[src/rtl/sdram_cmd_issuer_if.sv]
// Request and column-command bus between the request arbiter and the SDRAM command issuer.
// The master drives requests and consumes commands; the issuer is the slave.
interface sdram_cmd_issuer_if #(
  parameter int ROW_WIDTH = 14,
  parameter int COL_WIDTH = 10,
  parameter int ID_WIDTH  = 4,
  parameter int BANK_BITS = 3
);
  logic                 req_valid;
  logic                 req_ready;
  logic [BANK_BITS-1:0] req_bank;
  logic [ROW_WIDTH-1:0] req_row;
  logic [COL_WIDTH-1:0] req_col;
  logic                 req_we;
  logic [ID_WIDTH-1:0]  req_id;

  logic                 cmd_valid;
  logic                 cmd_we;
  logic [BANK_BITS-1:0] cmd_bank;
  logic [COL_WIDTH-1:0] cmd_col;
  logic [ID_WIDTH-1:0]  cmd_id;

  modport master (
    output req_valid, req_bank, req_row, req_col, req_we, req_id,
    input  req_ready, cmd_valid, cmd_we, cmd_bank, cmd_col, cmd_id
  );

  modport slave (
    input  req_valid, req_bank, req_row, req_col, req_we, req_id,
    output req_ready, cmd_valid, cmd_we, cmd_bank, cmd_col, cmd_id
  );
endinterface

[src/rtl/sdram_cmd_issuer.sv]
// Opens the requested row through one-cycle PRE/ACT pulses to the bank tracker, then
// issues a single column command; keeps saturating row hit/miss statistics.
module sdram_cmd_issuer #(
  parameter int ROW_WIDTH = 14,
  parameter int COL_WIDTH = 10,
  parameter int ID_WIDTH  = 4,
  parameter int BANKS     = 8,
  parameter int CNT_WIDTH = 16,
  localparam int BANK_BITS = (BANKS > 1) ? $clog2(BANKS) : 1
) (
  input  logic                             clk,
  input  logic                             rst,
  sdram_cmd_issuer_if.slave                bus,
  input  logic [BANKS-1:0]                 bank_active_i,
  input  logic [BANKS-1:0]                 bank_blocked_i,
  input  logic [BANKS-1:0][ROW_WIDTH-1:0]  bank_row_i,
  output logic [BANKS-1:0]                 precharge_o,
  output logic [BANKS-1:0]                 activate_o,
  output logic [ROW_WIDTH-1:0]             row_address_o,
  output logic                             err_bank_o,
  output logic [CNT_WIDTH-1:0]             hit_count_o,
  output logic [CNT_WIDTH-1:0]             miss_count_o
);

  typedef enum logic [1:0] {IDLE, DECIDE, WAIT} state_t;

  localparam logic [BANK_BITS:0] BANK_LIMIT = (BANK_BITS + 1)'(BANKS);
  localparam logic [BANKS-1:0]   BANK_ONE   = BANKS'(1);

  state_t               state_q;
  logic                 req_ready_q;
  logic [BANK_BITS-1:0] bank_q;
  logic [ROW_WIDTH-1:0] row_q;
  logic [COL_WIDTH-1:0] col_q;
  logic                 we_q;
  logic [ID_WIDTH-1:0]  id_q;
  logic                 classified_q;

  logic [BANKS-1:0]     precharge_q;
  logic [BANKS-1:0]     activate_q;
  logic [ROW_WIDTH-1:0] row_address_q;
  logic                 cmd_valid_q;
  logic                 cmd_we_q;
  logic [BANK_BITS-1:0] cmd_bank_q;
  logic [COL_WIDTH-1:0] cmd_col_q;
  logic [ID_WIDTH-1:0]  cmd_id_q;
  logic                 err_bank_q;
  logic [CNT_WIDTH-1:0] hit_q;
  logic [CNT_WIDTH-1:0] miss_q;

  logic                 req_fire;
  logic                 req_bank_ok;
  logic                 bank_busy;
  logic                 bank_open;
  logic                 row_match;
  logic [BANKS-1:0]     bank_onehot;
  logic [CNT_WIDTH-1:0] hit_d;
  logic [CNT_WIDTH-1:0] miss_d;

  assign req_fire    = bus.req_valid & req_ready_q;
  assign req_bank_ok = {1'b0, bus.req_bank} < BANK_LIMIT;
  assign bank_busy   = bank_blocked_i[bank_q];
  assign bank_open   = bank_active_i[bank_q];
  assign row_match   = bank_row_i[bank_q] == row_q;
  assign bank_onehot = BANK_ONE << bank_q;

  // Counters hold at all-ones instead of wrapping.
  assign hit_d  = (hit_q == '1)  ? hit_q  : hit_q + CNT_WIDTH'(1);
  assign miss_d = (miss_q == '1) ? miss_q : miss_q + CNT_WIDTH'(1);

  always_ff @(posedge clk or posedge rst) begin
    if (rst) begin
      state_q       <= IDLE;
      req_ready_q   <= 1'b1;
      bank_q        <= '0;
      row_q         <= '0;
      col_q         <= '0;
      we_q          <= 1'b0;
      id_q          <= '0;
      classified_q  <= 1'b0;
      precharge_q   <= '0;
      activate_q    <= '0;
      row_address_q <= '0;
      cmd_valid_q   <= 1'b0;
      cmd_we_q      <= 1'b0;
      cmd_bank_q    <= '0;
      cmd_col_q     <= '0;
      cmd_id_q      <= '0;
      err_bank_q    <= 1'b0;
      hit_q         <= '0;
      miss_q        <= '0;
    end else begin
      precharge_q <= '0;
      activate_q  <= '0;
      cmd_valid_q <= 1'b0;
      err_bank_q  <= 1'b0;
      case (state_q)
        IDLE: begin
          if (req_fire) begin
            if (req_bank_ok) begin
              bank_q       <= bus.req_bank;
              row_q        <= bus.req_row;
              col_q        <= bus.req_col;
              we_q         <= bus.req_we;
              id_q         <= bus.req_id;
              classified_q <= 1'b0;
              req_ready_q  <= 1'b0;
              state_q      <= DECIDE;
            end else begin
              err_bank_q <= 1'b1;
            end
          end
        end
        DECIDE: begin
          if (!bank_busy) begin
            // Only the first unblocked look at the bank decides hit versus miss.
            if (!classified_q) begin
              classified_q <= 1'b1;
              if (bank_open && row_match) hit_q  <= hit_d;
              else                        miss_q <= miss_d;
            end
            if (bank_open && row_match) begin
              cmd_valid_q <= 1'b1;
              cmd_we_q    <= we_q;
              cmd_bank_q  <= bank_q;
              cmd_col_q   <= col_q;
              cmd_id_q    <= id_q;
              req_ready_q <= 1'b1;
              state_q     <= IDLE;
            end else if (bank_open) begin
              precharge_q <= bank_onehot;
              state_q     <= WAIT;
            end else begin
              activate_q    <= bank_onehot;
              row_address_q <= row_q;
              state_q       <= WAIT;
            end
          end
        end
        // One idle cycle so the tracker's registered blocked flag is visible next.
        WAIT:    state_q <= DECIDE;
        default: state_q <= IDLE;
      endcase
    end
  end

  assign bus.req_ready = req_ready_q;
  assign bus.cmd_valid = cmd_valid_q;
  assign bus.cmd_we    = cmd_we_q;
  assign bus.cmd_bank  = cmd_bank_q;
  assign bus.cmd_col   = cmd_col_q;
  assign bus.cmd_id    = cmd_id_q;

  assign precharge_o   = precharge_q;
  assign activate_o    = activate_q;
  assign row_address_o = row_address_q;
  assign err_bank_o    = err_bank_q;
  assign hit_count_o   = hit_q;
  assign miss_count_o  = miss_q;

endmodule

[src/flat_wrapper.sv]
// flat-port wrapper written by rule: the top's interface ports become plain ports
module sdram_cmd_issuer_flat 
#(
  parameter int ROW_WIDTH = 14,
  parameter int COL_WIDTH = 10,
  parameter int ID_WIDTH  = 4,
  parameter int BANKS     = 8,
  parameter int CNT_WIDTH = 16,
  localparam int BANK_BITS = (BANKS > 1) ? $clog2(BANKS) : 1
)
  (clk, rst, bank_active_i, bank_blocked_i, bank_row_i, precharge_o, activate_o, row_address_o, err_bank_o, hit_count_o, miss_count_o, bus_req_valid, bus_req_bank, bus_req_row, bus_req_col, bus_req_we, bus_req_id, bus_req_ready, bus_cmd_valid, bus_cmd_we, bus_cmd_bank, bus_cmd_col, bus_cmd_id);
  sdram_cmd_issuer_if #(.ROW_WIDTH(ROW_WIDTH), .COL_WIDTH(COL_WIDTH), .ID_WIDTH(ID_WIDTH), .BANK_BITS(3)) bus_i ();
  input  logic clk;
  input  logic rst;
  input  logic [BANKS-1:0] bank_active_i;
  input  logic [BANKS-1:0] bank_blocked_i;
  input  logic [BANKS-1:0][ROW_WIDTH-1:0] bank_row_i;
  output logic [BANKS-1:0] precharge_o;
  output logic [BANKS-1:0] activate_o;
  output logic [ROW_WIDTH-1:0] row_address_o;
  output logic err_bank_o;
  output logic [CNT_WIDTH-1:0] hit_count_o;
  output logic [CNT_WIDTH-1:0] miss_count_o;
  input wire logic [$bits(bus_i.req_valid)-1:0] bus_req_valid;
  input wire logic [$bits(bus_i.req_bank)-1:0] bus_req_bank;
  input wire logic [$bits(bus_i.req_row)-1:0] bus_req_row;
  input wire logic [$bits(bus_i.req_col)-1:0] bus_req_col;
  input wire logic [$bits(bus_i.req_we)-1:0] bus_req_we;
  input wire logic [$bits(bus_i.req_id)-1:0] bus_req_id;
  output wire logic [$bits(bus_i.req_ready)-1:0] bus_req_ready;
  output wire logic [$bits(bus_i.cmd_valid)-1:0] bus_cmd_valid;
  output wire logic [$bits(bus_i.cmd_we)-1:0] bus_cmd_we;
  output wire logic [$bits(bus_i.cmd_bank)-1:0] bus_cmd_bank;
  output wire logic [$bits(bus_i.cmd_col)-1:0] bus_cmd_col;
  output wire logic [$bits(bus_i.cmd_id)-1:0] bus_cmd_id;
  assign bus_i.req_valid = bus_req_valid;
  assign bus_i.req_bank = bus_req_bank;
  assign bus_i.req_row = bus_req_row;
  assign bus_i.req_col = bus_req_col;
  assign bus_i.req_we = bus_req_we;
  assign bus_i.req_id = bus_req_id;
  assign bus_req_ready = bus_i.req_ready;
  assign bus_cmd_valid = bus_i.cmd_valid;
  assign bus_cmd_we = bus_i.cmd_we;
  assign bus_cmd_bank = bus_i.cmd_bank;
  assign bus_cmd_col = bus_i.cmd_col;
  assign bus_cmd_id = bus_i.cmd_id;
  sdram_cmd_issuer #(.ROW_WIDTH(ROW_WIDTH), .COL_WIDTH(COL_WIDTH), .ID_WIDTH(ID_WIDTH), .BANKS(BANKS), .CNT_WIDTH(CNT_WIDTH)) u_core (.clk(clk), .rst(rst), .bus(bus_i), .bank_active_i(bank_active_i), .bank_blocked_i(bank_blocked_i), .bank_row_i(bank_row_i), .precharge_o(precharge_o), .activate_o(activate_o), .row_address_o(row_address_o), .err_bank_o(err_bank_o), .hit_count_o(hit_count_o), .miss_count_o(miss_count_o));
endmodule
[config.mk]
export PLATFORM = sky130hd
export DESIGN_NAME = sdram_cmd_issuer_flat
export DESIGN_NICKNAME = d
export VERILOG_FILES = /design/src/rtl/sdram_cmd_issuer_if.sv /design/src/rtl/sdram_cmd_issuer.sv /design/src/flat_wrapper.sv
export SDC_FILE = /design/constraint.sdc
export NUM_CORES = 1
export LEC_CHECK = 0
export ABC_AREA = 1
export CAP_MARGIN = 15
export CELL_PAD_IN_SITES_DETAIL_PLACEMENT = 1
export CELL_PAD_IN_SITES_GLOBAL_PLACEMENT = 2
export CORE_ASPECT_RATIO = 1.75
export CORE_MARGIN = 2
export CORE_UTILIZATION = 25
export DETAILED_ROUTE_END_ITERATION = 6
export PLACE_DENSITY = 0.94
export SLEW_MARGIN = 0
export SYNTH_ARGS = -nofsm -noshare
export SYNTH_HDL_FRONTEND = slang
export SYNTH_SLANG_ARGS = --single-unit
[constraint.sdc]
create_clock -name clk -period 9.6 [get_ports clk]
set_input_delay 1.92 -clock clk [delete_from_list [all_inputs] [get_ports clk]]
set_output_delay 1.92 -clock clk [all_outputs]
set_load 0.01 [all_outputs]
======== Word-level counts from Yosys, hierarchy flattened ========
Cells that the tools add are included.
operators by class
  shifts and indexed selects .............. 1
  divide/modulo/power cells ............... 0
  $mul .................................... 0
  mux-type cells .......................... 27
  eq/ne operators ......................... 8
  add/subtract/negate cells ............... 2
  reduce and logical (&&, ||, !) cells .... 11
  bitwise gates (word level) .............. 7
  magnitude comparators ................... 1
operator list
  operator                                               number
  two-way mux 8 bit                                      8
  binary-select mux 14 bit (select 3 bit)                1
  adder 16 x 1 -> 16 bit, second input constant          2
  equality test 16 bit, second input constant            2
  equality test 14 bit                                   1
  two-way mux 14 bit                                     1
  AND reduction 5 bit                                    2
  two-way mux 1 bit                                      9
  AND reduction 4 bit                                    2
  << shifter 1 x 3 -> 8 bit, first input constant        1
  binary-select mux 1 bit (select 3 bit)                 2
  two-way mux 2 bit                                      3
  NOT 1 bit                                              6
  one-hot mux 2 bit (3 select lines)                     1
  AND reduction 3 bit                                    2
  < comparator 3 x 4 -> 1 bit, second input constant     1
  inequality test 2 x 1 -> 1 bit, second input constant  2
  one-hot mux 1 bit (2 select lines)                     2
  AND reduction 2 bit                                    2
  equality test 2 x 1 -> 1 bit, second input constant    1
  equality test 2 bit, second input constant             1
  zero test 2 bit                                        1
  inequality test 2 bit, second input constant           1
  nonzero test 2 bit                                     1
  other kinds (2)                                        2
word-level totals
  bits in registers ....................... 117
  word-level logic and storage cells ...... 75
  latch bits .............................. 0
  memory bits (read-only) ................. 0
  bits of input ports ..................... 163
  RAM bits ................................ 0
  output and inout bits ................... 83
  memories ................................ 0

======== Logic depth before layout (Yosys ltp) ========
  depth after elaboration ................. 7
  gate-level depth with buffers ........... 17
  depth with buffers taken out ............ 16

======== Least setup slack after synthesis ========
OpenSTA, ideal clock, no wires.
  path type ............................... input to register
  start ................................... input port bank_blocked_i[3]
  end ..................................... register u_core.hit_q[3], in the netlist u_core.hit_count_o[3]
  path buffers ............................ 1
  arrival ................................. 3,159 ps
  path slack .............................. 6,322 ps
  setup time .............................. 118 ps
  required time ........................... 9,482 ps
  stages on the path ...................... 9
  cell sequence ........................... nand2_1 -> nand3_1 -> o22ai_2 -> nand2_2 -> nor2_2 -> nand4_2 -> buf_2 -> nand2_1 -> nand2_1
between the ends
  longest elaborated chain between the ends .. 4
ends and longest elaborated chain
  element                                  RTL line                 source
  from (decl)                              flat_wrapper.sv:16       input logic [BANKS-1:0] bank_blocked_i;
  binary-select mux 1 bit (select 3 bit)   sdram_cmd_issuer.sv:62   assign bank_busy = bank_blocked_i[bank_q];
  two-way mux 1 bit (not written as such)  sdram_cmd_issuer.sv:62
  NOT 1 bit (no line)                      --
  AND reduction 5 bit (no line)            --
  to (signal assigned)                     sdram_cmd_issuer.sv:119  if (bank_open && row_match) hit_q <= hit_d;
  to (decl)                                sdram_cmd_issuer.sv:48   logic [CNT_WIDTH-1:0] hit_q;
Every way passes these cells. The select of a mux whose other input is x is not followed.
A chain may end at the register's enable or synchronous reset.

======== Worst setup path after layout ========
  start ................................... input port bank_active_i[2]
  end ..................................... register u_core.miss_q[13], in the netlist u_core.miss_count_o[13]
between the ends
  longest elaborated chain between the ends .. 5
ends and longest elaborated chain
  element                                  RTL line                 source
  from (decl)                              flat_wrapper.sv:15       input logic [BANKS-1:0] bank_active_i;
  binary-select mux 1 bit (select 3 bit)   sdram_cmd_issuer.sv:63   assign bank_open = bank_active_i[bank_q];
  two-way mux 1 bit (not written as such)  sdram_cmd_issuer.sv:63
  logical AND 1 bit                        sdram_cmd_issuer.sv:119
  NOT 1 bit (no line)                      --
  AND reduction 5 bit (no line)            --
  to (signal assigned)                     sdram_cmd_issuer.sv:120  else miss_q <= miss_d;
  to (decl)                                sdram_cmd_issuer.sv:49   logic [CNT_WIDTH-1:0] miss_q;
Every way passes these cells. The select of a mux whose other input is x is not followed.

==> results.toml <==
[timing]
setup_viol_count_final = 0
worst_pin_slew_ps = 1062
min_period_ps = 4558
fin_skew_ps = 10.28
fmax_ghz = 0.2194
whs_ps = 473.8
hold_viol_final = 0
rsz0062_at_grt = "no"
slew_viol_final = 0
slew_headroom_pct = 28.92
setup_tns_ps = 0
fin_ws_ps = 5042
fin_crit_sh_pct = 47.48

[floorplan]
die_x_um = 128.6
rows = 79
dieArea_um2 = 28560
core_area_um2 = 26690
die_h_um = 222.1
ioPinCount = 246
start_util_pct = 25.46

[critical_path]
crit-reg2reg-capture = "u_core.miss_count_o[13]"
worstPathBufferInverterCount = 1
worst-path-stages = 15
reg2regPathDepth = 15
critPathTopFamily = "simple AND/OR/NAND/NOR gates"
max_stage_delay_ps = 690
crit_end = "u_core.miss_count_o[13]"
crit_fanout = 34
slowest_stage = "nand2_1"
crit_required_ps = 9950
crit_start = "bank_active_i[2]"
worst_setup_path_start_kind = "input port"
critPathKind = "in2reg"
path_cells = "clkdlybuf4s50_1 -> nand2_1 -> nand2_1 -> nand2_1 -> nand2_1 -> nand2_1 -> nand2_2 -> nand2_1 -> nor2_1 -> nand2_1 -> nor2_1 -> nand2_2 -> nand2_1 -> nand2_1 -> nand2_1"
end_kind = "flop"
critPathArrivalTime_ps = 4910
rrSetupSlack_ps = 5450
path_common_cell = "nand2_1"
rr_startpoint = "u_core.bank_q[0]"

[placed_design]
pre_cts_slack_ps = 4584
gp_congestion = 0.8558
portBuffers = 244
hpwl_um = 21170

[clock_network]
cts_hold_buf = 0
cts_tree = "built"
h-tree-depth = 4
clk_latency_ps = 420
cts.sinks = 117
cts_buffers = 17
clk_path_buf_depth = 2
cts-root-buf = "clkbuf_16"
cts_setup_buffers = 0
post_cts_resize_count = 0
clk_transition_reported_paths_ps = 60

[layout]
drive_gt1_share_pct = 4.446
final_cell_mix = "nand2_1 (503), clkdlybuf4s50_1 (244), dfrtp_1 (115)"
final_nets = 1389
antenna_cells = 0
mostFrequentLayoutCell = "nand2_1"
area_growth_pct = 48.16

[flow_run]
maxCapViolations = 0

[power]
irDropWorstVdd_v = 0.0001273
leakage_uw = 0.004822
powerDensity_nw_per_um2 = 144.6

[synth]
synth_top_cells_by_area = "dfrtp_1 (43%), nand2_1 (28%), nand3_1 (5.8%), o21ai_0 (3.2%), inv_1 (2.7%)"
synth_nets = 1165
synth_ff_type = "dfrtp_1"
postSynthCellCount = 1000
ys_types = 31
synth_top_area_share_pct = 42.73
yosys_warnings = 0
synth_area_leader_cell = "dfrtp_1"
synth_edf_count = 0
avgSynthCellArea_um2 = 6.794
synthArstFlopShare_pct = 100.0
ys_seq_area_share_pct = 43.11
ys_seq_elements = 117
syn_area_um2 = 6794

[global_routing]
overflow = 0
grt_pass1_vias = 7852
grt_max_degree = 74
antenna_found_initial = 0
grt_pass1_wl_um = 43110
grt_use_total_pct = 19.75

[routing]
vias = 7396
wl_per_cell_um = 17.92
m1WireLength_um = 10790
wl_met2_um = 15250
wl_met3_um = 998
dr.pass1.iters = 4
route.detailed.drc = 0
via_per_inst = 4.738
ant_nets = 0
first_iter_violations = 346
routed_wl_um = 27970
top_layer = "met4"

[status]
outcome = "finished, final reports clean"

[min_path]
holdCritPathClass = "reg2reg"
[cells in the mapped netlist (9+ instances only)]
| cell | instances |
|---|---|
| a21oi_1 | 9 |
| buf_2 | 17 |
| clkbuf_1 | 15 |
| dfrtp_1 | 116 |
| inv_1 | 49 |
| nand2_1 | 503 |
| nand3_1 | 79 |
| nand4_1 | 24 |
| nor2_1 | 47 |
| nor3_1 | 20 |
| o21ai_0 | 43 |
| o21ai_1 | 13 |
| xnor2_1 | 14 |
| xor2_1 | 14 |
[through the flow]
stage,cell area (um^2),util [%],std cells,power [uW]
2_1_floorplan,6794,-,1000,653.6
3_3_place_gp,9470,35.49,1529,819.1
3_5_place_dp,9470,35.49,1529,825.5
4_1_cts,10070,37.72,1561,1475
5_1_grt,10070,37.72,1561,1524
6_report,10070,37.72,1561,1455
[per-layer routing]
layer / up-vias / global-route usage (%)
li1: 3602 / -
met1: 3566 / 21.19
met2: 177 / 37.65
met3: 51 / 3.282
met4: 0 / 7.679
met5: - / 0
[worst min-delay path by stage]
stage / cells past startpoint / startpoint / end / slack, ps
6_report: 2 / u_core.bus.req_ready / u_core.bus.req_ready / 470
5_1_grt: 2 / u_core.col_q[1] / u_core.col_q[1] / 490
4_1_cts: 2 / u_core.id_q[3] / u_core.id_q[3] / 470
3_5_place_dp: 2 / u_core.id_q[3] / u_core.id_q[3] / 460
3_3_place_gp: 2 / u_core.col_q[9] / u_core.col_q[9] / 450
2_1_floorplan: 2 / u_core.col_q[0] / u_core.col_q[0] / 440
[cell type report]
cell class,count,area (um^2)
timing repair buffer,251,2495
sequential,117,2930
clock inverter,10,121.4
inverter,53,201.4
clock buffer,22,474.2
multi-input combinational,784,3438
fill,3332,16620
tap,324,405.4
[power by group]
| group | switching [uW] | internal (uW) | leakage [uW] |
|---|---|---|---|
| Clock | 238 | 404 | 0.000279 |
| Sequential | 21.1 | 529 | 0.00150 |
| Combinational | 123 | 141 | 0.00304 |
| Total | 382 | 1070 | 0.00482 |
[state kept, by name (all words and copies together), names as in the netlist]
name and cells:
u_core.bus.cmd_col 10, u_core.state_q 2, u_core.classified_q 1, u_core.bus.cmd_valid 1
u_core.row_q 14, u_core.bus.cmd_we 1, u_core.we_q 1, u_core.bus.cmd_id 4
u_core.id_q 4, u_core.bus.req_ready 1, u_core.row_address_o 14, u_core.hit_count_o 16
u_core.precharge_o 8, u_core.bank_q 3, u_core.miss_count_o 16, u_core.activate_o 8
u_core.bus.cmd_bank 3, u_core.col_q 10
[worst register-to-register path, cell delays in order (launching register included)]
cell     delay [ps]
dfrtp_2         340
buf_4           530
inv_2            80
nor2_1          820
nand2_1         130
nand3_1         250
nand2_1         100
nand2_1          70
nand2_1          60
nor2_1          170
nand2_1          70
nor2_1          120
nand2_2         410
nand2_1         700
nand2_1         150
nand2_1         100
[cell families (layout without fill, tap and decap cells)]
family / after synthesis / count (layout) / synth area share, %
buffers and inverters: 99 / 336 / 6.353
AND/OR/NAND/NOR: 686 / 686 / 41.44
adder cells (fa/ha/maj): 2 / 2 / 0.3683
flip-flops: 117 / 117 / 43.11
AO/OA/AOI/OAI: 67 / 67 / 5.064
other: 1 / 1 / 0.05520
XOR/XNOR: 28 / 28 / 3.610
Note: power is estimated with default switching activity, not from simulation.
